[config.mk]
export PLATFORM = sky130hd
export DESIGN_NAME = fifo_wr_arbiter
export DESIGN_NICKNAME = d
export VERILOG_FILES = /design/src/rtl/fifo_arb_pkg.sv /design/src/rtl/fifo_wr_arbiter_rr_pick.sv /design/src/rtl/fifo_wr_arbiter.sv
export SDC_FILE = /design/constraint.sdc
export NUM_CORES = 1
export LEC_CHECK = 0
export BUFFER_PORTS_ARGS = -buffer_cell sky130_fd_sc_hd__buf_4
export CELL_PAD_IN_SITES_DETAIL_PLACEMENT = 1
export CELL_PAD_IN_SITES_GLOBAL_PLACEMENT = 1
export CORE_UTILIZATION = 36
export CTS_CLUSTER_SIZE = 20
export DETAILED_ROUTE_END_ITERATION = 8
export PLACE_DENSITY_LB_ADDON = 0.08
export SLEW_MARGIN = 20
export SYNTH_ARGS = -nofsm -noshare
export SYNTH_HDL_FRONTEND = slang
export SYNTH_HIERARCHICAL = 1
export SYNTH_SLANG_ARGS = --single-unit
[constraint.sdc]
create_clock -name wclk -period 4.8 [get_ports wclk]
set_input_delay 0.48 -clock wclk [delete_from_list [all_inputs] [get_ports wclk]]
set_output_delay 0.48 -clock wclk [all_outputs]
set_load 0.01 [all_outputs]
[src/rtl/fifo_arb_pkg.sv]
// Shared constants and helpers for the FIFO write-side arbiter.
package fifo_arb_pkg;

  localparam logic ARB_IDLE  = 1'b0;
  localparam logic ARB_BURST = 1'b1;

  localparam int unsigned STAT_W = 16;

  // Ceiling log2 for elaboration-time widths; clog2(1) = 0.
  function automatic int unsigned clog2(input int unsigned value);
    int unsigned r;
    r = 0;
    while ((64'd1 << r) < 64'(value)) r = r + 1;
    return r;
  endfunction

endpackage

[src/rtl/fifo_wr_arbiter_rr_pick.sv]
// Rotating-priority encoder: first set request above last_owner, with wrap.
module rr_pick #(
  parameter int unsigned NUM_REQ = 4,
  parameter int unsigned ID_W    = 2
) (
  input  logic [NUM_REQ-1:0] req,
  input  logic [ID_W-1:0]    last_owner,
  output logic [ID_W-1:0]    winner,
  output logic               any_req
);

  logic [ID_W-1:0] idx;

  // Scan last_owner+1 .. last_owner+NUM_REQ, keeping the first hit.
  always_comb begin
    winner  = '0;
    any_req = 1'b0;
    idx     = '0;
    for (int unsigned k = 1; k <= NUM_REQ; k++) begin
      idx = ID_W'((32'(last_owner) + k) % NUM_REQ);
      if (!any_req && req[idx]) begin
        any_req = 1'b1;
        winner  = idx;
      end
    end
  end

endmodule

[src/rtl/fifo_wr_arbiter.sv]
// Round-robin arbiter sharing one async-FIFO write port between NUM_REQ
// requesters, granting bursts of up to BURST_LEN words.
// Optional build macro FIFO_ARB_STATS_EN adds per-requester accepted-word
// counters (word_cnt) and a full-stall cycle counter (stall_cnt).
module fifo_wr_arbiter
  import fifo_arb_pkg::*;
#(
  parameter int unsigned NUM_REQ   = 4,
  parameter int unsigned DATA_SIZE = 8,
  parameter int unsigned BURST_LEN = 4,
  parameter int unsigned ID_W      = 2
) (
  input  logic                           wclk,
  input  logic                           rst_n,
  input  logic [NUM_REQ-1:0]             in_valid,
  input  logic [NUM_REQ-1:0]             in_last,
  input  logic [NUM_REQ*DATA_SIZE-1:0]   in_data,
  output logic [NUM_REQ-1:0]             in_ready,
  input  logic                           fifo_full,
  output logic                           wr_en,
  output logic [DATA_SIZE-1:0]           wr_data,
  output logic [ID_W-1:0]                grant_id,
  output logic                           busy
`ifdef FIFO_ARB_STATS_EN
  ,
  output logic [NUM_REQ*STAT_W-1:0]      word_cnt,
  output logic [STAT_W-1:0]              stall_cnt
`endif
);

  localparam int unsigned     CNT_W     = clog2(BURST_LEN) + 1;
  localparam logic [CNT_W-1:0] LAST_BEAT = CNT_W'(BURST_LEN - 1);
  localparam logic [ID_W-1:0]  LAST_REQ  = ID_W'(NUM_REQ - 1);

  logic                 state;
  logic                 state_nxt;
  logic [CNT_W-1:0]     beat_cnt;
  logic [ID_W-1:0]      last_owner;
  logic [ID_W-1:0]      winner;
  logic                 any_req;
  logic                 accept;
  logic                 burst_end;
  logic [DATA_SIZE-1:0] words [NUM_REQ];

  // Split the flat data bus into per-requester words.
  for (genvar i = 0; i < NUM_REQ; i++) begin : g_unpack
    assign words[i] = in_data[i*DATA_SIZE +: DATA_SIZE];
  end

  rr_pick #(
    .NUM_REQ (NUM_REQ),
    .ID_W    (ID_W)
  ) u_pick (
    .req        (in_valid),
    .last_owner (last_owner),
    .winner     (winner),
    .any_req    (any_req)
  );

  // State register.
  always_ff @(posedge wclk or negedge rst_n) begin
    if (!rst_n) state <= ARB_IDLE;
    else        state <= state_nxt;
  end

  // Next state: arbitrate in IDLE, return to IDLE on the single burst-end event.
  always_comb begin
    state_nxt = state;
    case (state)
      ARB_IDLE: if (any_req)   state_nxt = ARB_BURST;
      default:  if (burst_end) state_nxt = ARB_IDLE;
    endcase
  end

  // Handshake decode: only the owner sees ready, and only while the FIFO has room.
  always_comb begin
    in_ready  = '0;
    accept    = 1'b0;
    burst_end = 1'b0;
    if (state == ARB_BURST) begin
      in_ready[grant_id] = ~fifo_full;
      accept    = in_valid[grant_id] & ~fifo_full;
      burst_end = (accept & (in_last[grant_id] | (beat_cnt == LAST_BEAT)))
                | (~in_valid[grant_id] & ~fifo_full);
    end
  end

  assign busy = (state == ARB_BURST);

  // Grant, beat count, rotation pointer and the one-cycle write pipeline.
  always_ff @(posedge wclk or negedge rst_n) begin
    if (!rst_n) begin
      grant_id   <= '0;
      beat_cnt   <= '0;
      last_owner <= LAST_REQ;
      wr_en      <= 1'b0;
      wr_data    <= '0;
    end else begin
      wr_en <= accept;
      if (accept) wr_data <= words[grant_id];
      if ((state == ARB_IDLE) && any_req) begin
        grant_id <= winner;
        beat_cnt <= '0;
      end else if (accept) begin
        beat_cnt <= beat_cnt + CNT_W'(1);
      end
      if (burst_end) last_owner <= grant_id;
    end
  end

`ifdef FIFO_ARB_STATS_EN
  logic [NUM_REQ-1:0][STAT_W-1:0] word_q;
  logic [STAT_W-1:0]              stall_q;

  // Wrapping accepted-word counters and a saturating stall counter.
  always_ff @(posedge wclk or negedge rst_n) begin
    if (!rst_n) begin
      word_q  <= '0;
      stall_q <= '0;
    end else begin
      if (accept) word_q[grant_id] <= word_q[grant_id] + STAT_W'(1);
      if (busy && fifo_full && (stall_q != {STAT_W{1'b1}}))
        stall_q <= stall_q + STAT_W'(1);
    end
  end

  assign word_cnt  = word_q;
  assign stall_cnt = stall_q;
`endif

endmodule

======== Yosys cells after proc, flatten, opt, wreduce, memory -nomap -nowiden ========
Index checks and enable logic that the tools add are counted.
word-level totals
  input port bits ......................... 43
  memories ................................ 0
  logic and storage cells ................. 71
  latch bits .............................. 0
  register bits ........................... 17
  memory bits (read-only) ................. 0
  bits in writable memories ............... 0
  output and inout bits ................... 16
operators by class
  $add $sub $neg .......................... 5
  equality and inequality tests ........... 1
  reduce and logical (&&, ||, !) cells .... 9
  muxes and demuxes ....................... 33
  multiply operators ...................... 0
  bitwise logic cells ..................... 10
  shift-type cells ........................ 0
  magnitude comparators ................... 7
  div/mod/pow operators ................... 0
operators by type and width
  operator               count
  $bmux W8 S2            1
  $mux W1                16
  $mux W8                2
  $lt A2 B3 Y1 const B   5
  $bmux W1 S2            6
  $mux W2                4
  $mux W3                2
  $logic_and A1 B1 Y1    5
  $add A2 B1 Y2 const B  2
  $add A2 B2 Y2 const B  2
  $and A4 B4 Y4          1
  $mux W4                1
  $add A3 B1 Y3 const B  1
  $and A1 B1 Y1          3
  $eq A3 B2 Y1 const B   1
  $ge A3 B3 Y1 const B   1
  $logic_not A1 Y1       3
  $not A1 Y1             3
  $not A2 Y3             1
  $demux W1 S2           1
  $ge A2 B1 Y1 const B   1
  $or A1 B1 Y1           2
  $reduce_bool A2 Y1     1

======== Depth between registers and ports, before layout ========
Gate-level depths: netlist of the first run.
  word-level depth ........................ 15
  mapped depth ............................ 6
  gate-level depth less buffers ........... 6

======== Hierarchy ========
The synthesis of the first run kept the hierarchy.
modules (own cells, without submodules)
  module           cells each  seq. area each (um2)  times used  area each (um2)
  fifo_wr_arbiter  71          427.9                 1           1026.0
  rr_pick          14          0.0                   1           91.3

======== Least setup slack after synthesis of the first run ========
Ideal clock, no wire load.
  path type ............................... register -> register
  start ................................... register grant_id[0]
  end ..................................... register wr_data[2]
  buffers on the path ..................... 2
  arrival time ............................ 1635 ps
  period minus slack after synthesis ...... 1760 ps
  data required time ...................... 4675 ps
  setup slack ............................. 3040 ps
  stages on the path, launching flop included .. 6
  setup time .............................. 125 ps
  cells stage by stage .................... dfrtp_1 buf_6 mux4_2 nand2_4 buf_12 mux2_4
between the ends
  cells in the longest elaborated chain, start to end .. 4
  elaborated cells on any way between the ends .. 8
  classes of those cells .................. mux (6); bitwise (2)
RTL lines
  what                                                                 RTL line                                       RTL
  start, declared                                                      fifo_wr_arbiter.sv:22                          output logic [ID_W-1:0] grant_id,
  start signal, assigned                                               fifo_wr_arbiter.sv:102                         grant_id <= winner;
  $bmux W1 S2 / $not A2 Y3 (equally long branches)                     fifo_wr_arbiter.sv:82, fifo_wr_arbiter.sv:100
  $mux W1 (implied by the code) / $bmux W8 S2 (equally long branches)  fifo_wr_arbiter.sv:82, fifo_wr_arbiter.sv:100
  $and A1 B1 Y1 / $mux W8 (equally long branches)                      fifo_wr_arbiter.sv:82, fifo_wr_arbiter.sv:100
  $mux W1 / $mux W8 (equally long branches)                            fifo_wr_arbiter.sv:80, fifo_wr_arbiter.sv:100
  end signal, assigned                                                 fifo_wr_arbiter.sv:100                         if (accept) wr_data <= words[grant_id];
  end, declared                                                        fifo_wr_arbiter.sv:21                          output logic [DATA_SIZE-1:0] wr_data,
Parallel ways exist; a longest one is shown, timed or not. The select of a mux whose other input is x is not followed.
A chain may end at the register's enable or synchronous reset.

======== Worst setup path in the final report of the first run ========
  start ................................... register grant_id[0]
  end ..................................... register wr_data[6]
Same word-level chain as after synthesis.

==> results_dict.tcl, run 1 <==
set metrics [dict create \
    status "finished, violations left" \
    violations "DRC" \
    hp-class "in -> async" \
    drv_slew 0 \
    maxCapViolations 0 \
    yosys.area.top_type "dfrtp_1" \
    cts_buffers 3 \
    die_w_um 57.71 \
    postRouteAntennaNets 0 \
    synth_top_cell_area_share_pct 33.59 \
    crit_arrival_ns 2.41 \
    post-cts-setup-buffers 0 \
    synthDistinctLibCells 30 \
    cp.required_ns 5.00 \
    nFillCells 314 \
    yosysSeqAreaShare_pct 38.30 \
    gp_congestion 0.7611 \
    post_drt_via_cell_ratio 5.353 \
    period_share_pct 46.13 \
    drc 1 \
    netlist_area_um2 1117 \
    skew_ns 0.007874 \
    ctsRootBufferMaster "clkbuf_4" \
    synth_area_leaders "dfrtp_1 34%, mux4_2 10%, mux4_1 9.4%" \
    num_io_pins 59 \
    grt_usage_pct 20.47 \
    cts.repair.resized 0 \
    rsz0062_at_grt "no" \
    core_um2 2853 \
    p_leak_nw 0.7722 \
    grt_pass1_wl_um 4961 \
    fmax_ghz 0.4516 \
    drtIter0Drc 19 \
    antenna_found_initial 0 \
    nets 188 \
    pre_cts_ws_ns 2.590 \
    postCtsHoldBufs 0 \
    synth-seq-cells 17 \
    drive_above_1_share_pct 59.86 \
    area_growth_pct 40.87 \
    fp-row-count 19 \
    cts_tree "yes" \
    syn-num-nets 130 \
    peakVddDrop_uv 294.5 \
    crit_fanout 18 \
    portBuffers 58 \
    relSlewSlack_pct 47.81 \
    final_cell_mix "58 x buf_4, 15 x dfrtp_1, 8 x mux2_2" \
    post_drt_wl_per_cell_um 17.29 \
    synth_area_per_cell_um2 13.14 \
    critPathCaptureType "register" \
    clock-sinks 17 \
    yosys_warnings 6 \
    start_util_pct 39.17 \
    vias 926 \
    dpl.hpwl_um 2364 \
    first_pass_iters 6 \
    insertion_delay_ns 0.31 \
    hold_ws_ns 0.009127 \
    clockBufferDepth 2 \
    syn_inst 85 \
    cp-start-kind "register" \
    grt_max_degree 19 \
    grt_pass1_vias 1047 \
    criticalPathCategory "reg -> reg" \
    setup_tns_ns 0 \
    tightest_slew_ns 0.7829 \
    final_common_cell "buf_4" \
    grt-ovfl-total 0 \
    diodes 0 \
    clk_pin_slew_ns 0.11 \
    power_density_nw_per_um2 531.5 \
    htree_levels 1 \
    fin_crit_ns 2.214 \
    final_hold_viol_count 0 \
    wl_um 2991 \
    finalWorstSetupSlack_ns 2.586 \
    fp.dieH_um 57.71 \
    die_area_um2 3330 \
    setup_violations 0 \
]
[routing by layer]
layer  vias to the layer above  wire length (um)  GRT usage, %
met4                         0                35         6.803
met5                         -                 0             0
met3                         5               100         5.357
met1                       472              1129         20.89
met2                        20              1726         40.03
li1                        429                 -             -
[cells in the mapped netlist]
library cell  instances
ha_1                  2
a31oi_1               1
inv_1                 3
o221ai_2              1
mux2_2                8
mux2i_1               3
nand2_1               3
and2b_1               1
nor3_1                1
a21oi_1               2
mux2_4                4
nor3b_1               1
a21oi_2               1
nor2_1                6
buf_1                 1
a22o_1                1
buf_6                 1
a21oi_4               1
buf_2                 2
nand2b_1              5
mux4_1                4
o21ai_0               2
nand3_1               4
mux4_2                5
dfstp_2               2
and3_1                1
nor2b_1               2
nand2_4               1
buf_12                1
dfrtp_1              15
[flip-flops by register name, indices dropped and copies added, names as in the netlist]
name        cells
wr_data         8
grant_id        2
beat_cnt        3
wr_en           1
busy            1
last_owner      2
[power breakdown]
part,internal [mW],leakage (nW),switching (mW)
Sequential,0.216,0.202,0.102
Clock,0.0312,0.0177,0.0499
Combinational,0.277,0.552,0.160
[worst paths after layout]
check                      slack (ns)  depth (start not counted)                     from                         to
max                              2.59                          3  grant_id[0]$_DFFE_PN0P_     wr_data[6]$_DFFE_PN0P_
min                             0.009                          1                    rst_n     wr_data[0]$_DFFE_PN0P_
max reg2reg                      2.59                          3  grant_id[0]$_DFFE_PN0P_     wr_data[6]$_DFFE_PN0P_
min reg2reg                      0.52                          1   wr_data[5]$_DFFE_PN0P_     wr_data[5]$_DFFE_PN0P_
max in group asynchronous        4.53                          1                    rst_n  last_owner[1]$_DFFE_PN1P_
min in group wclk                0.52                          1   wr_data[5]$_DFFE_PN0P_     wr_data[5]$_DFFE_PN0P_
[worst max-delay path, stage by stage, from the launching register on]
cell	delay [ns]
dfrtp_1	0.86
mux4_2	0.67
nand2_4	0.22
mux2_2	0.35
[per-stage QoR]
| step | power, mW | cells | util, % | area [um^2] |
|---|---|---|---|---|
| finish | 0.8366 | 173 | 55.18 | 1574 |
| global route | 0.8930 | 173 | 55.18 | 1574 |
| CTS | 0.8464 | 173 | 55.18 | 1574 |
| detailed placement | 0.7651 | 169 | 54.21 | 1546 |
| global placement | 0.7457 | 169 | 54.21 | 1546 |
| floorplan | 0.6061 | 85 | - | 1117 |
[cell families after synthesis]
family,Yosys count,share of synthesized area [%]
muxes,24,35.61
buffers and inverters,8,5.039
and+or+nand+nor,25,12.09
DFF,17,38.30
adders and majority gates,2,2.239
AOI/OAI and AO/OA,9,6.720
[cell type report]
| class | instances | area, um^2 | area share, % |
|---|---|---|---|
| Clock inverter | 1 | 5.005 | 0.3180 |
| Clock buffer | 3 | 22.52 | 1.431 |
| Timing Repair Buffer | 58 | 435.4 | 27.66 |
| Sequential cell | 17 | 427.9 | 27.19 |
| Multi-Input combinational cell | 60 | 633.1 | 40.22 |
| Inverter | 3 | 11.26 | 0.7154 |
| Tap cell | 31 | 38.79 | 2.464 |
Note: power is estimated with default switching activity, not from simulation.
==> run 2, diff against run 1 <==
--- a/config.mk
+++ b/config.mk
@@ -8,7 +8,7 @@
 export BUFFER_PORTS_ARGS = -buffer_cell sky130_fd_sc_hd__buf_4
 export CELL_PAD_IN_SITES_DETAIL_PLACEMENT = 1
 export CELL_PAD_IN_SITES_GLOBAL_PLACEMENT = 1
-export CORE_UTILIZATION = 36
+export CORE_UTILIZATION = 30
 export CTS_CLUSTER_SIZE = 20
 export DETAILED_ROUTE_END_ITERATION = 8
 export PLACE_DENSITY_LB_ADDON = 0.08
==> constraint.sdc (replaced) <==
create_clock -name wclk -period 2 [get_ports wclk]
set_input_delay 0.2 -clock wclk [delete_from_list [all_inputs] [get_ports wclk]]
set_output_delay 0.2 -clock wclk [all_outputs]
set_load 0.01 [all_outputs]
==> run 2 against run 1 <==
Against the previous run: the run now ends clean; clock-buffer cell count unchanged; clock skew up 0.0013 ns; critical path depth stayed put; sequential power up 100%; largest cell class unchanged; largest power group unchanged; highest routed layer unchanged.
==> results_dict.tcl, run 2 (synthesis gave the netlist of run 1 again) <==
set metrics [dict create \
    status "complete, no violations" \
    criticalPathCategory "reg -> reg" \
    maxCapViolations 0 \
    drv_slew 0 \
    final_cell_mix "62 x buf_4, 15 x dfrtp_1, 8 x mux2_2" \
    drc 0 \
    area_growth_pct 47.82 \
    tightest_slew_ns 0.3665 \
    dpl.hpwl_um 2224 \
    skew_ns 0.009127 \
    portBuffers 58 \
    p_leak_nw 0.8034 \
    clock-sinks 17 \
    top_register "wr_data" \
    diodes 0 \
    peakVddDrop_uv 513.5 \
    post_drt_wl_per_cell_um 14.46 \
    crit_buf_inv 0 \
    final_common_cell "buf_4" \
    insertion_delay_ns 0.25 \
    gp_congestion 0.7535 \
    htree_levels 1 \
    fin_crit_ns 1.673 \
    crit_fanout 14 \
    grt-ovfl-total 0 \
    nFillCells 384 \
    drtIter0Drc 21 \
    fp.dieH_um 63.03 \
    cp-start-kind "register" \
    die_w_um 63.03 \
    clk_pin_slew_ns 0.07 \
    grt_usage_pct 15.75 \
    cts.repair.resized 0 \
    ctsRootBufferMaster "clkbuf_8" \
    dp_cells 188 \
    nets 193 \
    utilization_pct 47.98 \
    first_pass_iters 4 \
    cts_buffers 3 \
    layout.area.seq_um2 427.9 \
    critical_path.max_stage_delay_ns 0.59 \
    wl_um 2791 \
    setup_violations 0 \
    hp-class "in -> reg" \
    post_drt_via_cell_ratio 4.756 \
    fp-row-count 21 \
    start_util_pct 32.46 \
    crit_arrival_ns 1.80 \
    core_um2 3442 \
    final_hold_viol_count 0 \
    top_regs "wr_data: 8 flops, beat_cnt: 3 flops" \
    postRouteAntennaNets 0 \
    grt_max_degree 18 \
    grt_pass1_vias 1042 \
    power_density_nw_per_um2 1271 \
    relSlewSlack_pct 75.52 \
    largest_reg_flops 8 \
    crit_chain "mux4_2, nand2_4, mux2_2" \
    crit_family "multiplexers" \
    period_share_pct 83.63 \
    cp.required_ns 2.13 \
    setup_tns_ns 0 \
    critPathCaptureType "register" \
    stdcell_count 193 \
    num_io_pins 59 \
    drive_above_1_share_pct 60.54 \
    vias 918 \
    crit_slowest_cell "mux4_2" \
    grt_pass1_wl_um 4809 \
    fmax_ghz 0.5979 \
    antenna_found_initial 0 \
    cts_tree "yes" \
    rsz0062_at_grt "no" \
    die_area_um2 3972 \
    multi_input_area_um2 633.1 \
    clockBufferDepth 2 \
]
==> run 2: final cells by class <==
type                    count  area share [%]
multi-input cells          60           38.33
repair buffers             63           28.79
flip-flops and latches     17           25.91
well taps                  46           3.485
clock buffers               3           2.500
inverters                   3          0.6818
clock inverters             1          0.3030
==> run 2: where the power goes <==
| group | internal (mW) | leakage (nW) | switching, mW | total [mW] |
|---|---|---|---|---|
| logic | 0.714 | 0.575 | 0.487 | 1.20 |
| clock network | 0.138 | 0.0255 | 0.115 | 0.253 |
| registers | 0.522 | 0.202 | 0.123 | 0.645 |
==> run 2: through the flow <==
stage | cell area, um^2 | power, mW | worst slack [ns] | hold WS (ns)
6_report | 1652 | 2.098 | 0.3274 | 0.3115
5_1_grt | 1652 | 2.263 | 0.2454 | 0.3407
4_1_cts | 1652 | 2.145 | 0.3043 | 0.3074
3_5_place_dp | 1595 | 1.877 | 0.3120 | 0.07696
3_3_place_gp | 1595 | 1.849 | 0.3597 | 0.07497
2_1_floorplan | 1117 | 1.455 | 0.2402 | -0.09559
==> run 2: tightest hold or removal path, cell delays in order <==
cell     delay (ns)
buf_4          0.09
nor2b_1        0.08
nand3_1        0.11
nand2_1        0.05
==> run 2: repair_timing <==
item,4_1_cts,5_1_grt
buffers inserted,0,0
hold buffers,1,0
hold endpoints to repair,15,0
==> run 2: worst paths after layout <==
kind	start	to	slack [ns]	depth (start not counted)
worst min register to register	beat_cnt[0]$_DFFE_PN0P_	beat_cnt[0]$_DFFE_PN0P_	0.50	1
max in group asynchronous	rst_n	last_owner[1]$_DFFE_PN1P_	1.40	2
min in group asynchronous	rst_n	wr_data[5]$_DFFE_PN0P_	0.34	2
worst max register to register	grant_id[0]$_DFFE_PN0P_	wr_data[1]$_DFFE_PN0P_	0.33	3
worst max-delay path	grant_id[0]$_DFFE_PN0P_	wr_data[1]$_DFFE_PN0P_	0.33	3
worst min-delay path	fifo_full	beat_cnt[1]$_DFFE_PN0P_	0.31	4
==> run 2: per-layer routing <==
metal / up-vias / GRT usage [%] / part of all wire (%)
met3: 2 / 4.015 / 3.4
met2: 15 / 29.17 / 58
met4: 0 / 2.616 / 0.47
met5: - / 0 / 0
li1: 440 / - / -
met1: 461 / 18.14 / 39
==> run 3, diff against run 2 <==
==> constraint.sdc (replaced) <==
create_clock -name wclk -period 1.4 [get_ports wclk]
set_input_delay 0.14 -clock wclk [delete_from_list [all_inputs] [get_ports wclk]]
set_output_delay 0.14 -clock wclk [all_outputs]
set_load 0.01 [all_outputs]
==> run 3 against run 2 <==
Against the previous run: the run now ends with setup timing left; total power rose by 60%; utilization up 4.4 points; first-iteration DRC count rose by 38%; maximum frequency rose by 1.5%; clock-buffer cell count unchanged; non-clock buffer count grew 10; hold slack got worse by 0.026 ns; die area stayed put; critical path type unchanged; critical endpoint is now last_owner[1]$_DFFE_PN1P_; largest cell class unchanged.
==> results_dict.tcl, run 3 (synthesis gave the netlist of run 1 again) <==
set metrics [dict create \
    nets 203 \
    switchingPower_mw 1.172 \
    fmax_ghz 0.6067 \
    pwr-share-comb_pct 60.8 \
    reg2regPathDepth 3 \
    largest_reg_flops 8 \
    power_density_nw_per_um2 1858 \
    critPathCaptureType "register" \
    die_w_um 63.03 \
    finalWorstSetupSlack_ns -0.2481 \
    seq_power_share_pct 28.3 \
    final_hold_viol_count 0 \
    p_clk_share_pct 10.9 \
    clockBufferDepth 2 \
    status "finished, violations left" \
    crit_arrival_ns 1.82 \
    p_leak_nw 0.8887 \
    grt-ovfl-total 0 \
    diodes 0 \
    top_register "wr_data" \
    drive_above_1_share_pct 68.79 \
    vias 969 \
    final_common_cell "buf_4" \
    rsz0062_at_grt "yes" \
    wl_um 3024 \
    clock-sinks 17 \
    first_pass_iters 3 \
    hold_ws_ns 0.2852 \
    grt_pass1_vias 1082 \
    internal-power_mw 2.178 \
    grt_max_degree 18 \
    post_drt_via_cell_ratio 4.773 \
    timing.rr.start "grant_id[0]$_DFFE_PN0P_" \
    final_cell_mix "70 x buf_4, 14 x dfrtp_1, 10 x mux2_4" \
    nFillCells 379 \
    tightest_slew_ns 0.2206 \
    maxCapViolations 0 \
    cp.required_ns 1.58 \
    pre_cts_ws_ns -0.2800 \
    antenna_found_initial 0 \
    relSlewSlack_pct 85.29 \
    area_growth_pct 61.37 \
    fp.dieH_um 63.03 \
    skew_ns 0.009479 \
    postRouteAntennaNets 0 \
    portBuffers 58 \
    stdcell_count 203 \
    drc 0 \
    criticalPathCategory "reg -> reg" \
    cp-start-kind "register" \
    grt_pass1_wl_um 4836 \
    drv_slew 0 \
    swShare_pct 34.98 \
    setup_violations 14 \
    grt_usage_pct 16.10 \
    cts_buffers 3 \
    multi_input_area_um2 700.7 \
    drtIter0Drc 29 \
    dpl.hpwl_um 2422 \
    htree_levels 1 \
    top_regs "wr_data: 8 flops, beat_cnt: 3 flops" \
    violations "setup timing" \
    layout.area.seq_um2 429.2 \
    num_io_pins 59 \
    post_drt_wl_per_cell_um 14.90 \
    rrSetupSlack_ns -0.25 \
    period_share_pct 117.7 \
    peakVddDrop_uv 796.0 \
    reg2reg_to "last_owner[1]$_DFFE_PN1P_" \
    gp_congestion 0.7339 \
    cts_tree "yes" \
    ctsRootBufferMaster "clkbuf_8" \
    insertion_delay_ns 0.25 \
    dp_cells 195 \
    fp-row-count 21 \
    hp-class "in -> async" \
    crit_fanout 3 \
    fin_crit_ns 1.648 \
    clk_pin_slew_ns 0.07 \
    start_util_pct 32.46 \
    die_area_um2 3972 \
    core_um2 3442 \
]
==> run 3: cell count changes in the layout (fill, tap and decap cells not counted), moves of 2 or more <==
cell | before | now
buf_6 | 0 | 2
nand3_2 | 0 | 2
nand3_1 | 4 | 2
o21ai_0 | 2 | 0
mux2_4 | 4 | 10
buf_4 | 62 | 70
mux2_2 | 8 | 2
==> run 3: what timing repair did <==
item	CTS	global route
gates cloned	0	0
endpoints found under the setup margin	18	18
hold endpoints to repair	17	0
hold buffers	1	0
gates resized for setup	6	14
setup buffers	1	2
pin swaps	0	4
==> run 3: per-layer routing <==
layer	vias to the layer above	routed length, um	GRT usage, %	share of wire (%)
met5	-	0	0	0
met4	0	37	4.942	1.2
met3	4	85	3.650	2.8
met2	18	1651	30.24	55
met1	486	1250	17.58	41
li1	461	-	-	-
==> run 3: power groups by stage <==
stage	Clock (mW)	Combinational, mW	Sequential, mW
after global placement	0	1.81	0.925
after floorplan	0	1.13	0.967
after detailed placement	0	1.84	0.948
after CTS	0.379	1.92	0.947
after global routing	0.396	2.19	0.983
final	0.366	2.04	0.947
==> run 3: final cells by class <==
class | count | area share (%)
sequential | 17 | 23.80
clock inverter | 1 | 0.2776
inverter | 3 | 0.6246
multi-input combinational | 60 | 38.86
timing repair buffer | 73 | 30.95
tap | 46 | 3.192
clock buffer | 3 | 2.290
==> run 3: through the flow <==
| stage | power (mW) | TNS (ns) | instance area [um^2] | util [%] |
|---|---|---|---|---|
| after CTS | 3.241 | -2.401 | 1742 | 50.60 |
| final | 3.350 | -2.549 | 1803 | 52.38 |
| after global placement | 2.732 | -1.977 | 1652 | 47.98 |
| after floorplan | 2.092 | -3.515 | 1121 | - |
| after global routing | 3.574 | -3.196 | 1803 | 52.38 |
| after detailed placement | 2.790 | -2.564 | 1652 | 47.98 |
==> run 3: worst max path at each step <==
| stage | start | endpoint | slack [ns] | cells after the start |
|---|---|---|---|---|
| after floorplan | grant_id[0]$_DFFE_PN0P_ | wr_data[2]$_DFFE_PN0P_ | -0.35 | 5 |
| after global placement | grant_id[0]$_DFFE_PN0P_ | wr_data[1]$_DFFE_PN0P_ | -0.23 | 3 |
| final | grant_id[0]$_DFFE_PN0P_ | last_owner[1]$_DFFE_PN1P_ | -0.25 | 3 |
| after CTS | grant_id[0]$_DFFE_PN0P_ | wr_data[1]$_DFFE_PN0P_ | -0.24 | 3 |
| after detailed placement | grant_id[0]$_DFFE_PN0P_ | wr_data[6]$_DFFE_PN0P_ | -0.28 | 3 |
| after global routing | grant_id[0]$_DFFE_PN0P_ | last_owner[1]$_DFFE_PN1P_ | -0.30 | 3 |
==> run 3: worst max-delay path, cell delays in order, from the launching register on <==
cell and delay (ns):
dfrtp_1 0.39, mux4_2 0.62, a21oi_4 0.24, mux2_4 0.32
